## config.mk

```make
export PLATFORM = sky130hd
export DESIGN_NAME = line_clear_ctrl
export DESIGN_NICKNAME = d
export VERILOG_FILES = /design/src/rtl/line_clear_ctrl_pkg.sv /design/src/rtl/line_clear_ctrl_row_full_sel.sv /design/src/rtl/line_clear_ctrl.sv
export SDC_FILE = /design/constraint.sdc
export NUM_CORES = 1
export LEC_CHECK = 0
export ABC_AREA = 0
export CAP_MARGIN = 10
export CORE_MARGIN = 2
export CORE_UTILIZATION = 57
export CTS_CLUSTER_DIAMETER = 30
export DETAILED_ROUTE_END_ITERATION = 10
export DONT_BUFFER_PORTS = 1
export PLACE_DENSITY = 0.79
export SYNTH_ARGS = -nofsm -noshare
export SYNTH_HDL_FRONTEND = slang
export SYNTH_HIERARCHICAL = 1
export SYNTH_SLANG_ARGS = --single-unit
```

## constraint.sdc

```tcl
create_clock -name Clk -period 6.5 [get_ports Clk]
set_input_delay 1.3 -clock Clk [delete_from_list [all_inputs] [get_ports Clk]]
set_output_delay 1.3 -clock Clk [all_outputs]
set_load 0.01 [all_outputs]
```

## src/rtl/line_clear_ctrl_pkg.sv

```systemverilog
// Shared types and defaults for the line clear controller.
// State encoding, board geometry defaults and width helpers.
package line_clear_ctrl_pkg;

  localparam int ROWS_DEF = 12;
  localparam int COLS_DEF = 10;

  typedef enum logic [2:0] {
    S_IDLE,
    S_SCAN,
    S_SHIFT,
    S_SETTLE,
    S_DONE
  } lc_state_t;

  // Width of a count that must hold 0..rows.
  function automatic int lc_width(input int rows);
    return $clog2(rows + 1);
  endfunction

  // Width of a row pointer (at least one bit).
  function automatic int ptr_width(input int rows);
    return (rows > 1) ? $clog2(rows) : 1;
  endfunction

endpackage

```

## src/rtl/line_clear_ctrl_row_full_sel.sv

```systemverilog
// Selects row ptr of the board and reports whether every cell is set.
// Ports: board (ROWS*COLS), ptr (row index) -> full.
module row_full_sel
  import line_clear_ctrl_pkg::*;
#(
  parameter int ROWS  = ROWS_DEF,
  parameter int COLS  = COLS_DEF,
  parameter int PTR_W = ptr_width(ROWS)
) (
  input  logic [ROWS*COLS-1:0] board,
  input  logic [PTR_W-1:0]     ptr,
  output logic                 full
);

  // Plain mux over rows keeps the index arithmetic constant.
  always_comb begin
    full = 1'b0;
    for (int r = 0; r < ROWS; r++) begin
      if (ptr == PTR_W'(r)) begin
        full = &board[r*COLS +: COLS];
      end
    end
  end

endmodule

```

## src/rtl/line_clear_ctrl.sv

```systemverilog
// Scans the board bottom-up after a lock and collapses full rows.
// Ports: Clk, reset, start, board -> shift_en, busy, done,
//        lines_cleared, total_lines.
module line_clear_ctrl
  import line_clear_ctrl_pkg::*;
#(
  parameter int ROWS    = ROWS_DEF,
  parameter int COLS    = COLS_DEF,
  parameter int SETTLE  = 1,
  parameter int TOTAL_W = 16,
  localparam int LC_W   = lc_width(ROWS)
) (
  input  logic                 Clk,
  input  logic                 reset,
  input  logic                 start,
  input  logic [ROWS*COLS-1:0] board,
  output logic [ROWS-1:0]      shift_en,
  output logic                 busy,
  output logic                 done,
  output logic [LC_W-1:0]      lines_cleared,
  output logic [TOTAL_W-1:0]   total_lines
);

  localparam int PTR_W = ptr_width(ROWS);
  localparam logic [PTR_W-1:0] LAST = PTR_W'(ROWS - 1);
  localparam logic [TOTAL_W-1:0] TMAX = '1;

  lc_state_t         state;
  logic [PTR_W-1:0]  ptr;
  logic [LC_W-1:0]   pass_cnt;
  logic [2:0]        settle_cnt;
  logic              full;
  logic [ROWS-1:0]   mask;
  logic [TOTAL_W:0]  sum;
  logic [TOTAL_W-1:0] total_nxt;

  row_full_sel #(
    .ROWS  (ROWS),
    .COLS  (COLS),
    .PTR_W (PTR_W)
  ) u_sel (
    .board (board),
    .ptr   (ptr),
    .full  (full)
  );

  // Rows at and above ptr drop by one.
  always_comb begin
    mask = '0;
    for (int r = 0; r < ROWS; r++) begin
      mask[r] = (r >= int'(ptr));
    end
  end

  always_comb begin
    sum = {1'b0, total_lines} + (TOTAL_W+1)'(pass_cnt);
    total_nxt = sum[TOTAL_W] ? TMAX : sum[TOTAL_W-1:0];
  end

  always_ff @(posedge Clk) begin
    if (reset) begin
      state         <= S_IDLE;
      ptr           <= '0;
      pass_cnt      <= '0;
      settle_cnt    <= '0;
      shift_en      <= '0;
      busy          <= 1'b0;
      done          <= 1'b0;
      lines_cleared <= '0;
      total_lines   <= '0;
    end else begin
      shift_en <= '0;
      done     <= 1'b0;
      unique case (state)
        S_IDLE: begin
          if (start) begin
            state    <= S_SCAN;
            ptr      <= '0;
            pass_cnt <= '0;
            busy     <= 1'b1;
          end
        end
        S_SCAN: begin
          if (full) begin
            state    <= S_SHIFT;
            shift_en <= mask;
          end else if (ptr == LAST) begin
            state         <= S_DONE;
            done          <= 1'b1;
            lines_cleared <= pass_cnt;
            total_lines   <= total_nxt;
          end else begin
            ptr <= ptr + 1'b1;
          end
        end
        S_SHIFT: begin
          pass_cnt   <= pass_cnt + 1'b1;
          settle_cnt <= 3'(SETTLE);
          state      <= S_SETTLE;
        end
        S_SETTLE: begin
          // ptr is kept so the row that fell into it is rechecked.
          if (settle_cnt <= 3'd1) begin
            state <= S_SCAN;
          end else begin
            settle_cnt <= settle_cnt - 1'b1;
          end
        end
        S_DONE: begin
          state <= S_IDLE;
          busy  <= 1'b0;
        end
        default: begin
          state <= S_IDLE;
          busy  <= 1'b0;
        end
      endcase
    end
  end

endmodule

```

==> summary.txt, run 1 <==
Clock tree
  • Root Buffer: clkbuf_8
  • Maximum clock path buffer count: 2
  • Clk sink count: 48
  • CTS tree: done
  • Hold-fix buffers, CTS: 0
  • Post-CTS sizing: 0
  • Clk Latency, worst-skew pair: between 0.3 and 0.4 ns
  • Clk slew on worst S/H paths: roughly 0.09 ns
  • Num CTS Buffers: 5
  • Htree depth: 2
  • Post CTS Setup Buffer Count: 0

Job
  • Max Cap Viol: 0

Pwr
  • Power Density: 195 nW/µm²
  • Leakage: ~0.93 nW
  • Worst-case vdd ir drop: 0.000129 V

Floorplanning
  • Num rows: 25
  • Vert. Die Dim: 73.1 µm
  • Core Footprint: between 4000 and 5000 µm²
  • Die ar.: ~5300 µm²
  • Io pins: 157
  • Starting Density: 0.584
  • DIE WIDTH: about 73 µm

Timing
  • Final Skew: 0.00667 ns
  • Headroom to the max-slew limit: 0.334
  • Minimum clock period: 3.59 ns
  • RSZ-0062 raised after global routing: false
  • Setup TNS Final: 0 ns
  • Min Hold Slack: around 0.50 ns
  • Maximum clock frequency: 278 MHz
  • Final hold viol count: 0
  • # setup viols final: 0
  • Final Max Slew Viols: 0
  • Fin crit share: 0.552
  • Slew at the pin closest to its max-slew limit: 1.00 ns

Synth
  • Synthesized instance count: roughly 330
  • Post-synth ARST share: 0
  • Mean Syn Cell Area: approximately 8.2 µm²
  • Count leader, synth: dfxtp_1
  • Yosys cell types: 60
  • Ys flop type: dfxtp_1
  • Synth top area share: 0.353
  • Number of enable flip-flop cells after synthesis: 0
  • Area leader, netlist: dfxtp_1
  • Cell Area, Synth: 2720 µm²
  • Synth Net Count: 465
  • Synth cell count leaders: dfxtp_1, nand2_1, nand4_1
  • Yosys reg bits: 48
  • Sequential share of the synthesized area: 0.353
  • Top post-synthesis cells by area: dfxtp_1, nand4_1, ha_1
  • Yosys warnings: 6

Global route
  • Largest net degree at the start of global routing: 43
  • First-pass GRT wire length: ~11000 µm
  • Initial antenna violation count: 0
  • GRT Total Usage: 0.267
  • Vias in the first global route: ~2300
  • Grt ovf: 0

Critical path
  • R2r endpoint: total_lines[13]
  • Worst path required time: between 6 and 7 ns
  • CP Launch Type: input port
  • Worst r2r src: ptr[1]
  • CP arrival: between 3 and 4 ns
  • Register-to-Register Path Depth: 9
  • WS Path Type: in2reg
  • Worst Path Max Fanout: 23
  • Worst reg2reg setup slack: 3.07 ns
  • Crit end category: register

Worst hold path
  • Worst hold path stage count: 2
  • Worst min path class: reg2reg
  • Hold path endpoint: lines_cleared[2]
  • HP Start: lines_cleared[2]

Routing
  • Post-route ant nets: 0
  • Remaining DRCs: 0
  • Via count of the routed design: 2599
  • Drt wl/cell: between 15 and 20 µm
  • Via density: a little under 7
  • Drt total wl: just over 7000 µm
  • DR iter-0 viols: between 200 and 250
  • Drt pass-1 iters: 5

Placement
  • DPL Wire Length: 5450 µm
  • Port bufs: 0
  • Routability congestion estimate: slightly above 0.9
  • Post-place instance area: 2700 µm²

Cells and area
  • Final instance area: ~2800 µm²
  • Final net count: about 460
  • Fill cells: ~420
  • Finished Core Util: 0.605
  • Layout area overhead: 3.54%
  • Ratio of cells with drive above 1 in the final layout: 0.0528
  • Diode count: 0

Status
  • Outcome: finished, final reports clean
## state kept, by name (all words and copies together), names as in the netlist
name,count
busy,1
done,1
lines_cleared,4
pass_cnt,4
ptr,4
settle_cnt,3
shift_en,12
state,3
total_lines,16
## through the flow
| stage | instances | setup WS, ns | power [W] |
|---|---|---|---|
| 2_1_floorplan | 331 | 3.07 | 0.000332 |
| 5_1_grt | 376 | 2.71 | 0.000572 |
| 6_report | 376 | 2.91 | 0.000549 |
| 3_5_place_dp | 368 | 2.67 | 0.000334 |
| 4_1_cts | 376 | 2.98 | 0.000554 |
| 3_3_place_gp | 368 | 2.74 | 0.000333 |
## cells in the final DEF, fill, tap and decap left out, types with 3 or more instances in the layout
cell / instances
nand4b_1: 4
a31o_2: 3
nor3_1: 22
or3_1: 4
clkbuf_8: 5
o31ai_1: 3
a21oi_1: 19
ha_1: 10
a41oi_1: 5
nor2b_1: 5
nor3b_1: 4
nand4_1: 31
a211oi_1: 4
nand2_1: 32
nor4_1: 9
o21ai_0: 11
inv_1: 18
o211ai_1: 4
a31oi_1: 7
nand3_1: 12
nor2_1: 10
dfxtp_1: 48
nand2b_1: 6
## cells by family after synthesis
group,Yosys count,share of synthesized area
buffers and inverters,35,0.0565
xor gates and xnor gates,3,0.00966
AOI/OAI and AO/OA,82,0.212
DFF,48,0.353
adders and majority gates,11,0.0533
and+or+nand+nor,152,0.315
## worst max-delay path, cell delays in order
cell and delay [ns]:
nand3_1 0.10, nor3_1 0.08, o311a_1 0.36, a31oi_1 0.14, o21ai_0 0.15, nand3b_1 0.30, nor3_4 0.72, nand3_1 0.39
o211ai_1 0.26
## layout make-up
type / count / area, µm² / share of cell area
Clock buffer: 5 / 68.8 / 0.0244
Multi-Input combinational cell: 248 / 1610 / 0.570
Tap cell: 54 / 67.6 / 0.0240
Clock inverter: 3 / 46.3 / 0.0164
Sequential cell: 48 / 961 / 0.341
Inverter: 18 / 67.6 / 0.0240
## layer usage
layer / global-route usage / vias to the layer above / wire length [µm]
met5: 0 / - / 0
met4: 0.0679 / 0 / 65
met3: 0.0843 / 6 / 681
met2: 0.424 / 129 / 3430
met1: 0.352 / 1203 / 3040
li1: - / 1261 / -
## worst max path at each step
stage	from	to	slack, ns	cells after the start
2_1_floorplan	board[86]	shift_en[10]	3.07	10
3_3_place_gp	board[66]	total_lines[13]	2.74	9
3_5_place_dp	board[66]	total_lines[13]	2.67	9
4_1_cts	board[66]	total_lines[13]	2.98	9
5_1_grt	board[66]	total_lines[13]	2.71	9
6_report	board[66]	total_lines[13]	2.91	9
## where the power goes
part           internal [W]  switching (W)
clock              0.000116       0.000107
sequential         0.000297     0.00000644
combinational    0.00000998      0.0000137
total              0.000423       0.000127
No activity file was read; power rests on OpenSTA's default activity.
==> run 2: changes to the inputs <==
--- a/config.mk
+++ b/config.mk
@@ -12,7 +12,7 @@
 export CTS_CLUSTER_DIAMETER = 30
 export DETAILED_ROUTE_END_ITERATION = 10
 export DONT_BUFFER_PORTS = 1
-export PLACE_DENSITY = 0.79
+export PLACE_DENSITY = 0.82
 export SYNTH_ARGS = -nofsm -noshare
 export SYNTH_HDL_FRONTEND = slang
 export SYNTH_HIERARCHICAL = 1
==> constraint.sdc (replaced) <==
create_clock -name Clk -period 3.2 [get_ports Clk]
set_input_delay 0.64 -clock Clk [delete_from_list [all_inputs] [get_ports Clk]]
set_output_delay 0.64 -clock Clk [all_outputs]
set_load 0.01 [all_outputs]
==> run 2 against run 1 <==
Worst hold slack worse by 0.11 ns. First-iteration DRC count up 12%. Flip-flop and latch count unchanged. Count of clock-buffer cells in the layout unchanged. Non-clock buffer count up 5. Critical path depth up 1. Via count up 2.8%. Critical path type is now reg2reg. Clock skew up 0.0020 ns.
==> summary.txt, run 2 (same netlist as run 1, synthesis figures left out) <==
Pwr
  • Switching Fraction: 0.231 (about the same)
  • Leakage: 0.956 nW (was 0.931 nW)
  • Power Density: 391 nW/µm² (was 195 nW/µm²)
  • P_sw: 0.000258 W (was 0.000127 W)
  • Sequential power share: 0.549 (was 0.552)
  • Clk pwr share: 0.403 (was 0.405)
  • Logic pwr share: 0.048 (was 0.043)
  • Worst-case vdd ir drop: 0.000329 V (was 0.000129 V)
  • Int Pwr: 0.000860 W (was 0.000423 W)

Routing
  • DR iter-0 viols: 271 (was 241)
  • Via count of the routed design: 2672 (was 2599)
  • Drt total wl: 7540 µm (was 7210 µm)
  • Post-route ant nets: 0 (unchanged)
  • Remaining DRCs: 0 (unchanged)
  • Drt pass-1 iters: 4 (was 5)
  • Drt wl/cell: 19.8 µm (was 19.2 µm)
  • Via density: 7.01 (was 6.91)

Clock tree
  • Post CTS Setup Buffer Count: 0 (unchanged)
  • Clk slew on worst S/H paths: 0.09 ns (about the same)
  • Num CTS Buffers: 5 (unchanged)
  • Post-CTS sizing: 0 (unchanged)
  • Maximum clock path buffer count: 2 (unchanged)
  • CTS tree: done (unchanged)
  • Clk sink count: 48 (unchanged)
  • Htree depth: 2 (unchanged)
  • Hold-fix buffers, CTS: 0 (unchanged)
  • Clk Latency, worst-skew pair: 0.31 ns (about the same)
  • Root Buffer: clkbuf_8 (unchanged)

Floorplanning
  • Io pins: 157 (unchanged)
  • Vert. Die Dim: 73.1 µm (unchanged)
  • Die ar.: 5340 µm² (unchanged)
  • Core Footprint: 4660 µm² (unchanged)
  • Starting Density: 0.584 (unchanged)
  • DIE WIDTH: 73.1 µm (unchanged)
  • Num rows: 25 (unchanged)

Critical path
  • CP Launch Type: register (was input port)
  • Worst Path Max Fanout: 10 (was 23)
  • CP arrival: 3.02 ns (was 3.82 ns)
  • R2r endpoint: shift_en[2] (was total_lines[13])
  • Worst path required time: 3.43 ns (was 6.73 ns)
  • Worst r2r src: ptr[1] (unchanged)
  • Register-to-Register Path Depth: 10 (was 9)
  • CP endpoint: shift_en[2] (was total_lines[13])
  • WS Path Type: reg2reg (was in2reg)
  • CP startpoint: ptr[1] (was board[66])
  • Crit end category: register (unchanged)
  • Worst reg2reg setup slack: 0.41 ns (was 3.07 ns)

Timing
  • RSZ-0062 raised after global routing: false (unchanged)
  • Headroom to the max-slew limit: 0.379 (was 0.334)
  • # setup viols final: 0 (unchanged)
  • Setup TNS Final: 0 ns (unchanged)
  • Maximum clock frequency: 359 MHz
  • Final hold viol count: 0 (unchanged)
  • Setup WS post-layout: 0.412 ns (was 2.91 ns)
  • Minimum clock period: roughly 2.8 ns
  • Final Max Slew Viols: 0 (unchanged)
  • Slew at the pin closest to its max-slew limit: 0.931 ns (was 1.00 ns)
  • Final Skew: 0.00866 ns (was 0.00667 ns)
  • Fin crit share: 0.871

Worst hold path
  • Worst min path class: in2reg (was reg2reg)

Global route
  • Initial antenna violation count: 0 (unchanged)
  • Largest net degree at the start of global routing: 43 (unchanged)
  • GRT Total Usage: 0.279 (was 0.267)
  • Grt ovf: 0 (unchanged)
  • Vias in the first global route: 2394 (was 2288)
  • First-pass GRT wire length: 11700 µm (was 11100 µm)

Status
  • Outcome: finished, final reports clean (unchanged)

Placement
  • Place WS: 0.215 ns (was 2.67 ns)
  • Port bufs: 0 (unchanged)
  • DPL Wire Length: 5580 µm (was 5450 µm)
  • Routability congestion estimate: 0.923 (was 0.932)

Cells and area
  • Final net count: 460 (was 455)
  • Diode count: 0 (unchanged)
  • Most flop-heavy register: total_lines (unchanged)
  • Top Registers: total_lines: 16 flops, shift_en: 12 flops (unchanged)
  • Ratio of cells with drive above 1 in the final layout: 0.0703 (was 0.0528)
  • Fill cells: 412 (was 423)
  • Largest register FFs: 16 (unchanged)
  • Finished Core Util: 0.613 (was 0.605)
  • Most common cell after layout, fill and taps aside: dfxtp_1 (unchanged)
  • Layout area overhead: 4.97% (was 3.54%)
  • Most frequent cells in the layout: dfxtp_1, nand2_1, nand4_1 (unchanged)

Job
  • Max Cap Viol: 0 (unchanged)
[run 2: changes by cell type in the layout (fill, tap and decap cells not counted)]
cell and change:
dfxtp_1 -1, dfxtp_2 +1, buf_4 +5
[run 2: cell type report]
class | count | area (µm²) | share of cell area
Clock inverter | 3 | 46.3 | 0.0162
Tap cell | 54 | 67.6 | 0.0237
Timing Repair Buffer | 5 | 37.5 | 0.0131
Clock buffer | 5 | 68.8 | 0.0241
Sequential cell | 48 | 962 | 0.337
Multi-Input combinational cell | 248 | 1610 | 0.562
Inverter | 18 | 67.6 | 0.0237
[run 2: worst max-delay path, stage by stage, from the launching register on]
cell and delay (ns):
dfxtp_1 0.38, buf_4 0.20, nand4_1 0.10, nor3_1 0.21
o311a_1 0.21, a31oi_1 0.04, o21ai_0 0.33, inv_1 0.15
or3_1 0.35, or4_1 0.56, nor3_1 0.19
[run 2: metal layers]
metal / routed length, µm / vias up / track usage
met5: 0 / - / 0
met4: 98 / 0 / 0.0761
met3: 544 / 14 / 0.0649
met2: 3700 / 124 / 0.471
met1: 3200 / 1269 / 0.356
li1: - / 1265 / -
[run 2: worst min path at each step]
stage	startpoint	endpoint	slack [ns]	cells past startpoint
after detailed placement	lines_cleared[2]	lines_cleared[2]	0.49	2
after CTS	reset	lines_cleared[0]	0.39	1
after global placement	settle_cnt[1]	settle_cnt[1]	0.47	2
final	reset	total_lines[9]	0.39	1
after global routing	reset	ptr[0]	0.37	1
after floorplan	pass_cnt[3]	lines_cleared[3]	0.46	2
[run 2: power groups by stage]
stage	Sequential, W	Combinational (W)	Clock, W
after global placement	0.000627	0.0000505	0
final	0.000614	0.0000532	0.000450
after global routing	0.000615	0.0000601	0.000485
after detailed placement	0.000627	0.0000518	0
after CTS	0.000613	0.0000525	0.000457
after floorplan	0.000622	0.0000537	0
[run 2: metrics by stage]
| step | hold WS [ns] | power [W] | cell area [µm²] | instances |
|---|---|---|---|---|
| 6_report | 0.391 | 0.00112 | 2860 | 381 |
| 5_1_grt | 0.371 | 0.00116 | 2860 | 381 |
| 3_5_place_dp | 0.487 | 0.000679 | 2740 | 373 |
| 3_3_place_gp | 0.474 | 0.000678 | 2740 | 373 |
| 4_1_cts | 0.386 | 0.00112 | 2860 | 381 |
| 2_1_floorplan | 0.462 | 0.000675 | 2720 | 331 |
